File: src/rtl/fcims_txn_ctrl_if.sv
// Purpose: request/result bundle between a transaction source and fcims_txn_ctrl.
// Latency: none, wires only.
// Backpressure: req is held by the master until ready; results carry no backpressure.
// master drives load/count_in/total_in/req/op/qty/uprice.
// slave (the controller) drives ready/done/err/err_code/fprice/count/total/empty/low_stock.
interface fcims_txn_ctrl_if #(
    parameter int CT_W    = 4,
    parameter int PRICE_W = 4,
    parameter int TOTAL_W = 8
);
    logic               load;
    logic [CT_W-1:0]    count_in;
    logic [TOTAL_W-1:0] total_in;
    logic               req;
    logic               ready;
    logic               op;
    logic [CT_W-1:0]    qty;
    logic [PRICE_W-1:0] uprice;
    logic               done;
    logic               err;
    logic [1:0]         err_code;
    logic [TOTAL_W-1:0] fprice;
    logic [CT_W-1:0]    count;
    logic [TOTAL_W-1:0] total;
    logic               empty;
    logic               low_stock;

    modport master (
        output load, count_in, total_in, req, op, qty, uprice,
        input  ready, done, err, err_code, fprice, count, total, empty, low_stock
    );

    modport slave (
        input  load, count_in, total_in, req, op, qty, uprice,
        output ready, done, err, err_code, fprice, count, total, empty, low_stock
    );
endinterface

File: src/rtl/fcims_txn_ctrl.sv
// Purpose: buy/sell transaction controller owning stock count and cash total; shift-add line pricing, limit checks, commit/reject.
// Latency: accept at edge 0, done/err/count/total visible after edge CT_W+2; one transaction per CT_W+3 cycles.
// Backpressure: ready is low outside IDLE or while load is high; req must be held until accepted.
// Ports: clk, reset (async, active-low) plain; everything else through fcims_txn_ctrl_if.slave.
// Optional macro LOW_STOCK_ALERT_EN builds the registered low_stock comparator; otherwise low_stock is tied to 0.
module fcims_txn_ctrl #(
    parameter int CT_W       = 4,
    parameter int PRICE_W    = 4,
    parameter int TOTAL_W    = 8,
    parameter int INIT_COUNT = 0,
    parameter int INIT_TOTAL = 0,
    parameter int LOW_THRESH = 2
) (
    input  logic            clk,
    input  logic            reset,
    fcims_txn_ctrl_if.slave bus
);

    // Product must always fit, so the accumulator never overflows.
    if (TOTAL_W < CT_W + PRICE_W || CT_W < 1 || LOW_THRESH < 0) begin : g_param_err
        $error("fcims_txn_ctrl: illegal parameter combination");
    end

    localparam int STEP_W = (CT_W > 1) ? $clog2(CT_W) : 1;

    localparam logic [CT_W-1:0]    INIT_COUNT_V = CT_W'(INIT_COUNT);
    localparam logic [TOTAL_W-1:0] INIT_TOTAL_V = TOTAL_W'(INIT_TOTAL);
    localparam logic [STEP_W-1:0]  LAST_STEP    = STEP_W'(CT_W - 1);

    localparam logic [1:0] ERR_OK    = 2'b00;
    localparam logic [1:0] ERR_STOCK = 2'b01;
    localparam logic [1:0] ERR_FUNDS = 2'b10;
    localparam logic [1:0] ERR_OVF   = 2'b11;

    typedef enum logic [1:0] {
        S_IDLE = 2'd0,
        S_MUL  = 2'd1,
        S_CHK  = 2'd2,
        S_DONE = 2'd3
    } state_t;

    state_t             state_q,    state_d;
    logic [CT_W-1:0]    count_q,    count_d;
    logic [TOTAL_W-1:0] total_q,    total_d;
    logic [TOTAL_W-1:0] fprice_q,   fprice_d;
    logic               done_q,     done_d;
    logic               err_q,      err_d;
    logic [1:0]         err_code_q, err_code_d;
    logic [1:0]         chk_code_q, chk_code_d;
    logic               op_q,       op_d;
    logic [CT_W-1:0]    qty_q,      qty_d;
    logic [CT_W-1:0]    mplier_q,   mplier_d;
    logic [TOTAL_W-1:0] mcand_q,    mcand_d;
    logic [TOTAL_W-1:0] acc_q,      acc_d;
    logic [STEP_W-1:0]  step_q,     step_d;

    logic [CT_W:0]      restock_sum;
    logic [TOTAL_W:0]   sell_sum;
    logic [1:0]         chk_code_c;

    // Limit checks, evaluated against the finished product in CHK.
    // The extra top bit of each sum is the overflow flag.
    always_comb begin
        restock_sum = {1'b0, count_q} + {1'b0, qty_q};
        sell_sum    = {1'b0, total_q} + {1'b0, acc_q};
        chk_code_c  = ERR_OK;
        if (op_q && (qty_q > count_q)) begin
            chk_code_c = ERR_STOCK;
        end else if (!op_q && restock_sum[CT_W]) begin
            chk_code_c = ERR_OVF;
        end else if (!op_q && (acc_q > total_q)) begin
            chk_code_c = ERR_FUNDS;
        end else if (op_q && sell_sum[TOTAL_W]) begin
            chk_code_c = ERR_FUNDS;
        end
    end

    always_comb begin
        state_d    = state_q;
        count_d    = count_q;
        total_d    = total_q;
        fprice_d   = fprice_q;
        done_d     = 1'b0;
        err_d      = err_q;
        err_code_d = err_code_q;
        chk_code_d = chk_code_q;
        op_d       = op_q;
        qty_d      = qty_q;
        mplier_d   = mplier_q;
        mcand_d    = mcand_q;
        acc_d      = acc_q;
        step_d     = step_q;

        case (state_q)
            S_IDLE: begin
                // load wins over req; the request stays pending.
                if (bus.load) begin
                    count_d = bus.count_in;
                    total_d = bus.total_in;
                end else if (bus.req) begin
                    op_d     = bus.op;
                    qty_d    = bus.qty;
                    mplier_d = bus.qty;
                    mcand_d  = TOTAL_W'(bus.uprice);
                    acc_d    = '0;
                    step_d   = '0;
                    state_d  = S_MUL;
                end
            end
            S_MUL: begin
                // One multiplier bit per cycle, LSB first.
                if (mplier_q[0]) begin
                    acc_d = acc_q + mcand_q;
                end
                mcand_d  = mcand_q << 1;
                mplier_d = mplier_q >> 1;
                step_d   = step_q + STEP_W'(1);
                if (step_q == LAST_STEP) begin
                    state_d = S_CHK;
                end
            end
            S_CHK: begin
                fprice_d   = acc_q;
                chk_code_d = chk_code_c;
                state_d    = S_DONE;
            end
            S_DONE: begin
                done_d     = 1'b1;
                err_d      = (chk_code_q != ERR_OK);
                err_code_d = chk_code_q;
                if (chk_code_q == ERR_OK) begin
                    if (op_q) begin
                        count_d = count_q - qty_q;
                        total_d = total_q + fprice_q;
                    end else begin
                        count_d = count_q + qty_q;
                        total_d = total_q - fprice_q;
                    end
                end
                state_d = S_IDLE;
            end
            default: begin
                state_d = S_IDLE;
            end
        endcase
    end

    always_ff @(posedge clk or negedge reset) begin
        if (!reset) begin
            state_q    <= S_IDLE;
            count_q    <= INIT_COUNT_V;
            total_q    <= INIT_TOTAL_V;
            fprice_q   <= '0;
            done_q     <= 1'b0;
            err_q      <= 1'b0;
            err_code_q <= ERR_OK;
            chk_code_q <= ERR_OK;
            op_q       <= 1'b0;
            qty_q      <= '0;
            mplier_q   <= '0;
            mcand_q    <= '0;
            acc_q      <= '0;
            step_q     <= '0;
        end else begin
            state_q    <= state_d;
            count_q    <= count_d;
            total_q    <= total_d;
            fprice_q   <= fprice_d;
            done_q     <= done_d;
            err_q      <= err_d;
            err_code_q <= err_code_d;
            chk_code_q <= chk_code_d;
            op_q       <= op_d;
            qty_q      <= qty_d;
            mplier_q   <= mplier_d;
            mcand_q    <= mcand_d;
            acc_q      <= acc_d;
            step_q     <= step_d;
        end
    end

`ifdef LOW_STOCK_ALERT_EN
    logic low_stock_q, low_stock_d;
    logic count_wr;

    // Refreshed only on an actual count write, so it stays 0 out of reset.
    always_comb begin
        count_wr = ((state_q == S_IDLE) && bus.load) ||
                   ((state_q == S_DONE) && (chk_code_q == ERR_OK));
        low_stock_d = low_stock_q;
        if (count_wr) begin
            low_stock_d = (32'(count_d) <= LOW_THRESH);
        end
    end

    always_ff @(posedge clk or negedge reset) begin
        if (!reset) begin
            low_stock_q <= 1'b0;
        end else begin
            low_stock_q <= low_stock_d;
        end
    end

    assign bus.low_stock = low_stock_q;
`else
    assign bus.low_stock = 1'b0;
`endif

    assign bus.ready    = (state_q == S_IDLE) && !bus.load;
    assign bus.done     = done_q;
    assign bus.err      = err_q;
    assign bus.err_code = err_code_q;
    assign bus.fprice   = fprice_q;
    assign bus.count    = count_q;
    assign bus.total    = total_q;
    assign bus.empty    = (count_q == '0);

endmodule

File: src/flat_wrapper.sv
// flat-port wrapper written by rule: the top's interface ports become plain ports
module fcims_txn_ctrl_flat 
#(
    parameter int CT_W       = 4,
    parameter int PRICE_W    = 4,
    parameter int TOTAL_W    = 8,
    parameter int INIT_COUNT = 0,
    parameter int INIT_TOTAL = 0,
    parameter int LOW_THRESH = 2
)
  (clk, reset, bus_load, bus_count_in, bus_total_in, bus_req, bus_op, bus_qty, bus_uprice, bus_ready, bus_done, bus_err, bus_err_code, bus_fprice, bus_count, bus_total, bus_empty, bus_low_stock);
  fcims_txn_ctrl_if #(.CT_W(CT_W), .PRICE_W(PRICE_W), .TOTAL_W(TOTAL_W)) bus_i ();
  input  logic clk;
  input  logic reset;
  input wire logic [$bits(bus_i.load)-1:0] bus_load;
  input wire logic [$bits(bus_i.count_in)-1:0] bus_count_in;
  input wire logic [$bits(bus_i.total_in)-1:0] bus_total_in;
  input wire logic [$bits(bus_i.req)-1:0] bus_req;
  input wire logic [$bits(bus_i.op)-1:0] bus_op;
  input wire logic [$bits(bus_i.qty)-1:0] bus_qty;
  input wire logic [$bits(bus_i.uprice)-1:0] bus_uprice;
  output wire logic [$bits(bus_i.ready)-1:0] bus_ready;
  output wire logic [$bits(bus_i.done)-1:0] bus_done;
  output wire logic [$bits(bus_i.err)-1:0] bus_err;
  output wire logic [$bits(bus_i.err_code)-1:0] bus_err_code;
  output wire logic [$bits(bus_i.fprice)-1:0] bus_fprice;
  output wire logic [$bits(bus_i.count)-1:0] bus_count;
  output wire logic [$bits(bus_i.total)-1:0] bus_total;
  output wire logic [$bits(bus_i.empty)-1:0] bus_empty;
  output wire logic [$bits(bus_i.low_stock)-1:0] bus_low_stock;
  assign bus_i.load = bus_load;
  assign bus_i.count_in = bus_count_in;
  assign bus_i.total_in = bus_total_in;
  assign bus_i.req = bus_req;
  assign bus_i.op = bus_op;
  assign bus_i.qty = bus_qty;
  assign bus_i.uprice = bus_uprice;
  assign bus_ready = bus_i.ready;
  assign bus_done = bus_i.done;
  assign bus_err = bus_i.err;
  assign bus_err_code = bus_i.err_code;
  assign bus_fprice = bus_i.fprice;
  assign bus_count = bus_i.count;
  assign bus_total = bus_i.total;
  assign bus_empty = bus_i.empty;
  assign bus_low_stock = bus_i.low_stock;
  fcims_txn_ctrl #(.CT_W(CT_W), .PRICE_W(PRICE_W), .TOTAL_W(TOTAL_W), .INIT_COUNT(INIT_COUNT), .INIT_TOTAL(INIT_TOTAL), .LOW_THRESH(LOW_THRESH)) u_core (.clk(clk), .reset(reset), .bus(bus_i));
endmodule
File: config.mk
export PLATFORM = sky130hd
export DESIGN_NAME = fcims_txn_ctrl_flat
export DESIGN_NICKNAME = d
export VERILOG_FILES = /design/src/rtl/fcims_txn_ctrl_if.sv /design/src/rtl/fcims_txn_ctrl.sv /design/src/flat_wrapper.sv
export SDC_FILE = /design/constraint.sdc
export NUM_CORES = 1
export LEC_CHECK = 0
export ABC_AREA = 1
export BUFFER_PORTS_ARGS = -buffer_cell sky130_fd_sc_hd__buf_2
export CAP_MARGIN = 30
export CORE_UTILIZATION = 28
export CTS_BUF_LIST = sky130_fd_sc_hd__clkbuf_4 sky130_fd_sc_hd__clkbuf_8 sky130_fd_sc_hd__clkbuf_16
export DETAILED_ROUTE_END_ITERATION = 16
export PLACE_DENSITY = 0.49
export SYNTH_ARGS = -nofsm -noshare
export SYNTH_HDL_FRONTEND = slang
export SYNTH_SLANG_ARGS = --single-unit
File: constraint.sdc
create_clock -name clk -period 2.05 [get_ports clk]
set_input_delay 0.1025 -clock clk [delete_from_list [all_inputs] [get_ports clk]]
set_output_delay 0.1025 -clock clk [all_outputs]
set_load 0.02 [all_outputs]
==> results.json, run 1 <==
{
  "avgSynthCellArea_um2": 7.75,
  "ys_seq_area_share_pct": 35.7,
  "fin_crit_sh_pct": 100,
  "endpoint_kind": "register",
  "grt_antenna_before_repair": 0,
  "gp_congestion": 0.849,
  "post_drt_via_cell_ratio": 4.51,
  "dieArea_mm2": 0.0142,
  "slew_viol_final": 0,
  "register_area_mm2": 0.00138,
  "drt_iter0_drc": 142,
  "diodes": 0,
  "max_freq_mhz": 488,
  "violations": "negative setup slack",
  "grt_pass1_wl_mm": 16.3,
  "required_ns": 2.24,
  "grt.overflow.total": 0,
  "wl_per_cell_um": 13.1,
  "p_per_area_mw_per_mm2": 1850,
  "synthTopCellsByArea": "dfrtp_1, ha_1, nand2_1",
  "outcome": "finished with violations",
  "start_kind": "register",
  "synth-edff-count": 0,
  "synthDistinctLibCells": 42,
  "cts_tree": "yes",
  "cts_root_buffer": "clkbuf_16",
  "utilization_pct": 35.2,
  "htree_levels": 2,
  "worst_slack_ns": -0.0000970,
  "clock_sink_count": 55,
  "worstSetupPathType": "register to register",
  "period_minus_slack_ns": 2.05,
  "multi_input_area_mm2": 0.00222,
  "rsz0062_at_grt": "yes",
  "finClkSkew_ns": 0.00717,
  "hold_viol_final": 0,
  "arrival_ns": 2.24,
  "synth.ff_latch_count": 55,
  "synth_top_area_cell": "dfrtp_1",
  "final_cell_count_no_fill": 748,
  "drv_cap": 0,
  "async_flop_share_pct": 100,
  "rows": 42,
  "drt_first_pass_iters": 5,
  "nFillCells": 1455,
  "grt_usage_pct": 14.3,
  "postRouteAntennaNets": 0,
  "vias": 3372,
  "holdWs_ns": 0.0383,
  "coreArea_mm2": 0.0133,
  "slew_headroom_pct": 59.1,
  "routed_wl_mm": 9.77,
  "cts_buffer_depth": 2,
  "drcViolationCount": 0,
  "clk_pin_slew_ns": 0.08,
  "syn_to_final_growth_pct": 21.9,
  "path_max_fanout": 3,
  "syn_area_mm2": 0.00385,
  "p_leak_uw": 0.00251,
  "port_buffers": 50,
  "dieHeight_um": 119,
  "nNetsFinal": 646,
  "drive_gt1_share_pct": 19.2,
  "grt_max_degree": 26,
  "synth_flop_cell": "dfrtp_1",
  "grt_pass1_vias": 3243,
  "peakVddDrop_uv": 571,
  "hpwl_mm": 7.78,
  "syn_inst": 497,
  "yosysWarnings": 0,
  "ios": 52,
  "placedCellCount": 734,
  "yosysTopAreaCellShare_pct": 35.7,
  "setup_viol": 1,
  "die_x_um": 119,
  "clk_latency_ns": 0.30,
  "initial_core_util_pct": 28.9,
  "min_path_type": "input port to register",
  "cts_buffers": 5,
  "tightest_slew_ns": 0.614,
  "syn_nets": 572
}
metrics by stage:
stage	cell area, um2	TNS, ns	total power, uW	worst slack (ns)
floorplan	3880	0	5930	0.00110
global placement	4450	-0.0158	7410	-0.0158
detailed placement	4450	-0.0303	7490	-0.0303
CTS	4610	0	8460	0.00279
global route	4700	-0.423	9640	-0.189
finish	4700	-0.0000970	8690	-0.0000970
critical path: stages (launching register included):
cell     delay, ns
dfrtp_2       0.43
inv_4         0.07
ha_4          0.15
nand3_4       0.07
o31ai_4       0.22
xor2_1        0.17
ha_1          0.27
nand2_1       0.09
inv_1         0.05
a21oi_2       0.10
nand2_1       0.08
nand3_1       0.07
nand3_1       0.07
nand2_1       0.06
nand2_1       0.04
metal layers:
layer	wire [um]	global-route usage, %
met1	4950	19.7
met2	4450	23.4
met5	0	0
met3	278	2.35
met4	93	2.77
timing repair:
action                                  4_1_cts  5_1_grt
pin swaps                                    10       12
buffers inserted                              1        4
endpoints found under the setup margin        1        5
hold buffers                                  1        0
hold endpoints to repair                     23        0
gates resized for setup                       0       17
layout by cell type (no fill, tap or decap), types with 2 or more instances in the layout:
master,Yosys,routed
o31ai_1,3,2
nor3_1,3,3
o21ai_4,2,2
nand2_2,0,4
clkinv_1,2,2
o21ai_1,4,7
inv_6,1,2
buf_2,3,50
a21oi_2,0,2
ha_1,46,45
o22ai_1,4,4
xor2_1,8,8
nand2_1,139,135
fa_1,4,4
inv_1,63,60
nor2_1,37,36
nand3_2,1,3
o21ai_0,35,32
dfrtp_1,55,53
buf_4,1,27
a21oi_1,21,19
dfrtp_2,0,2
o211ai_1,6,6
nand3_1,22,19
nand4_1,8,8
inv_2,1,3
a31oi_1,6,6
clkbuf_16,0,5
cells in the mapped netlist (2+ instances only):
cell type	count
nand2_1	139
inv_1	63
dfrtp_1	55
ha_1	46
nor2_1	37
o21ai_0	35
nand3_1	22
a21oi_1	21
nand4_1	8
xor2_1	8
a31oi_1	6
o211ai_1	6
fa_1	4
o21ai_1	4
o22ai_1	4
buf_2	3
clkbuf_1	3
nor3_1	3
o31ai_1	3
buf_6	2
clkinv_1	2
o21ai_4	2
or2_2	2
flip-flops by register name, summed over array words and instances, names as in the netlist:
signal,count
u_core.acc_q,8
u_core.bus.count,4
u_core.bus.done,1
u_core.bus.err,1
u_core.bus.err_code,2
u_core.bus.fprice,8
u_core.bus.total,8
u_core.chk_code_q,2
u_core.mcand_q,8
u_core.mplier_q,4
u_core.op_q,1
u_core.qty_q,4
u_core.state_q,2
u_core.step_q,2
area by class of cell:
type | count | share of cell area [%]
clock buffers | 6 | 2.82
clock inverters | 2 | 0.373
inverters | 67 | 5.52
multi-input cells | 364 | 47.4
flip-flops and latches | 55 | 29.4
well taps | 176 | 4.69
repair buffers | 78 | 9.86
power by group:
| group | total, uW | internal, uW | switching, uW |
|---|---|---|---|
| Combinational | 5680 | 2250 | 3440 |
| Sequential | 2110 | 1590 | 518 |
| Clock | 898 | 475 | 422 |
final timing paths:
path | from | to | slack [ns] | depth (start not counted)
worst max-delay path | u_core.bus.fprice[0] | u_core.bus.total[7] | -0.0001 | 14
max in group asynchronous | reset | u_core.mcand_q[7] | 1.00 | 3
worst max register to register | u_core.bus.fprice[0] | u_core.bus.total[7] | -0.0001 | 14
worst min-delay path | bus_qty[0] | u_core.qty_q[0] | 0.04 | 3
worst min register to register | u_core.bus.err_code[1] | u_core.bus.err_code[1] | 0.48 | 2
min in group asynchronous | reset | u_core.bus.total[6] | 0.35 | 2
kinds of logic after synthesis:
group,synth area share [%]
other,0.0974
and+or+nand+nor,23.5
xor gates and xnor gates,2.05
DFF,35.7
buffers and inverters,8.35
AOI/OAI and AO/OA,13.3
adders and majority gates,17.0
Power figures use the tool's default switching activity.
==> run 2: changes to the inputs <==
--- a/config.mk
+++ b/config.mk
@@ -11,7 +11,6 @@
 export CORE_UTILIZATION = 28
 export CTS_BUF_LIST = sky130_fd_sc_hd__clkbuf_4 sky130_fd_sc_hd__clkbuf_8 sky130_fd_sc_hd__clkbuf_16
 export DETAILED_ROUTE_END_ITERATION = 16
-export PLACE_DENSITY = 0.49
 export SYNTH_ARGS = -nofsm -noshare
 export SYNTH_HDL_FRONTEND = slang
 export SYNTH_SLANG_ARGS = --single-unit
==> results.json, run 2 (same netlist as run 1, synthesis figures left out) <==
{
  "clk_latency_ns": 0.30,
  "cts_root_buffer": "clkbuf_16",
  "clk_pin_slew_ns": 0.08,
  "clockPowerShare_pct": 10.3,
  "placedCellCount": 733,
  "worstSetupPathType": "register to register",
  "outcome": "finished with violations",
  "violations": "negative setup slack",
  "cts_buffer_depth": 2,
  "fin_area_mm2": 0.00465,
  "drv_cap": 0,
  "multi_input_area_mm2": 0.00221,
  "combinationalPowerShare_pct": 64.9,
  "diodes": 0,
  "grt_max_degree": 28,
  "slew_headroom_pct": 56.9,
  "final_cell_count_no_fill": 744,
  "grt_pass1_wl_mm": 16.8,
  "period_minus_slack_ns": 2.06,
  "rsz0062_at_grt": "yes",
  "nFillCells": 1413,
  "initial_core_util_pct": 28.9,
  "dieHeight_um": 119,
  "drcViolationCount": 0,
  "cts_tree": "yes",
  "drive_gt1_share_pct": 18.0,
  "tightest_slew_ns": 0.647,
  "finClkSkew_ns": 0.00421,
  "reg2reg_slack_ns": -0.008,
  "clock_sink_count": 55,
  "coreArea_mm2": 0.0133,
  "syn_to_final_growth_pct": 20.8,
  "port_buffers": 50,
  "fin_crit_sh_pct": 100,
  "nNetsFinal": 642,
  "grt_antenna_before_repair": 0,
  "endpoint_kind": "register",
  "arrival_ns": 2.26,
  "routed_wl_mm": 9.87,
  "p_leak_uw": 0.00248,
  "p_per_area_mw_per_mm2": 1850,
  "rows": 42,
  "switching_share_pct": 50.8,
  "ios": 52,
  "cts_buffers": 5,
  "hold_viol_final": 0,
  "die_x_um": 119,
  "p_int_uw": 4230,
  "postRouteAntennaNets": 0,
  "post_drt_via_cell_ratio": 4.66,
  "register_area_mm2": 0.00138,
  "peakVddDrop_uv": 819,
  "grt_pass1_vias": 3375,
  "gp_congestion": 0.898,
  "place_ws_ns": -0.0404,
  "worst_slack_ns": -0.00764,
  "wl_per_cell_um": 13.3,
  "start_kind": "register",
  "final_common_cell": "nand2_1",
  "grt_usage_pct": 14.8,
  "grt.overflow.total": 0,
  "drt_first_pass_iters": 4,
  "drt_iter0_drc": 200,
  "dpl-instance-area_mm2": 0.00444,
  "path_max_fanout": 3,
  "min_path_type": "input port to register",
  "utilization_pct": 34.9,
  "final.setup.tns_ns": -0.00764,
  "max_freq_mhz": 486,
  "mostFrequentLayoutCells": "nand2_1, inv_1, dfrtp_1",
  "p_seq_share_pct": 24.7,
  "setup_viol": 1,
  "slew_viol_final": 0,
  "vias": 3468,
  "dieArea_mm2": 0.0142,
  "hpwl_mm": 7.83,
  "required_ns": 2.25,
  "htree_levels": 2,
  "p_switching_uw": 4380
}
## run 2: cell types whose count changed in the layout (fill, tap and decap cells not counted), sizes merged
cell,delta
clkinv,-1
clkbuf,-1
clkinvlp,+2
buf,-4
## run 2: critical path: stages, from the launching register on
cell and delay (ns):
dfrtp_2 0.42, inv_2 0.08, ha_4 0.15, nand3_4 0.09
o31ai_4 0.18, xor2_1 0.17, ha_1 0.27, nand2_1 0.10
inv_1 0.04, a21oi_1 0.11, nand2_1 0.09, nand3_1 0.07
nand3_1 0.07, nand2_1 0.07, nand2_1 0.04
## run 2: final timing paths
kind	end	startpoint	depth (start not counted)
hold reg to reg	u_core.step_q[1]	u_core.step_q[1]	2
min in group asynchronous	u_core.acc_q[5]	reset	2
setup reg to reg	u_core.bus.total[7]	u_core.bus.fprice[1]	14
setup / recovery	u_core.bus.total[7]	u_core.bus.fprice[1]	14
hold / removal	u_core.qty_q[0]	bus_qty[0]	3
max in group asynchronous	u_core.mcand_q[6]	reset	3
## run 2: per-stage QoR
stage	hold WS (ns)	total power (uW)
floorplan	-0.193	5930
global placement	0.176	7340
detailed placement	0.178	7520
CTS	0.0160	8500
global route	0.0341	9550
finish	0.0158	8610
## run 2: per-layer routing
| layer | GRT usage, % | wire length, um | vias to the layer above |
|---|---|---|---|
| li1 | - | - | 1754 |
| met1 | 20.0 | 4750 | 1640 |
| met2 | 24.5 | 4640 | 66 |
| met3 | 2.68 | 376 | 8 |
| met4 | 3.32 | 96 | 0 |
| met5 | 0 | 0 | - |
## run 2: power by group through the flow
stage	Sequential (uW)	Clock, uW	Combinational [uW]
5_1_grt	2210	965	6380
6_report	2130	890	5590
3_3_place_gp	2130	0	5210
3_5_place_dp	2150	0	5380
4_1_cts	2140	912	5450
2_1_floorplan	2260	0	3670
## run 2: area by class of cell
cell class              count  area share (%)
clock buffers               5            2.69
clock inverters             3           0.511
inverters                  67            5.57
multi-input cells         364            47.6
flip-flops and latches     55            29.6
well taps                 176            4.73
repair buffers             74            9.30
## run 2: timing repair
item                                    in CTS  in global routing
buffers inserted                             0                  2
hold buffers                                 1                  0
gates resized for setup                      2                 10
hold endpoints to repair                    25                  0
pin swaps                                    6                  3
endpoints found under the setup margin       1                  6
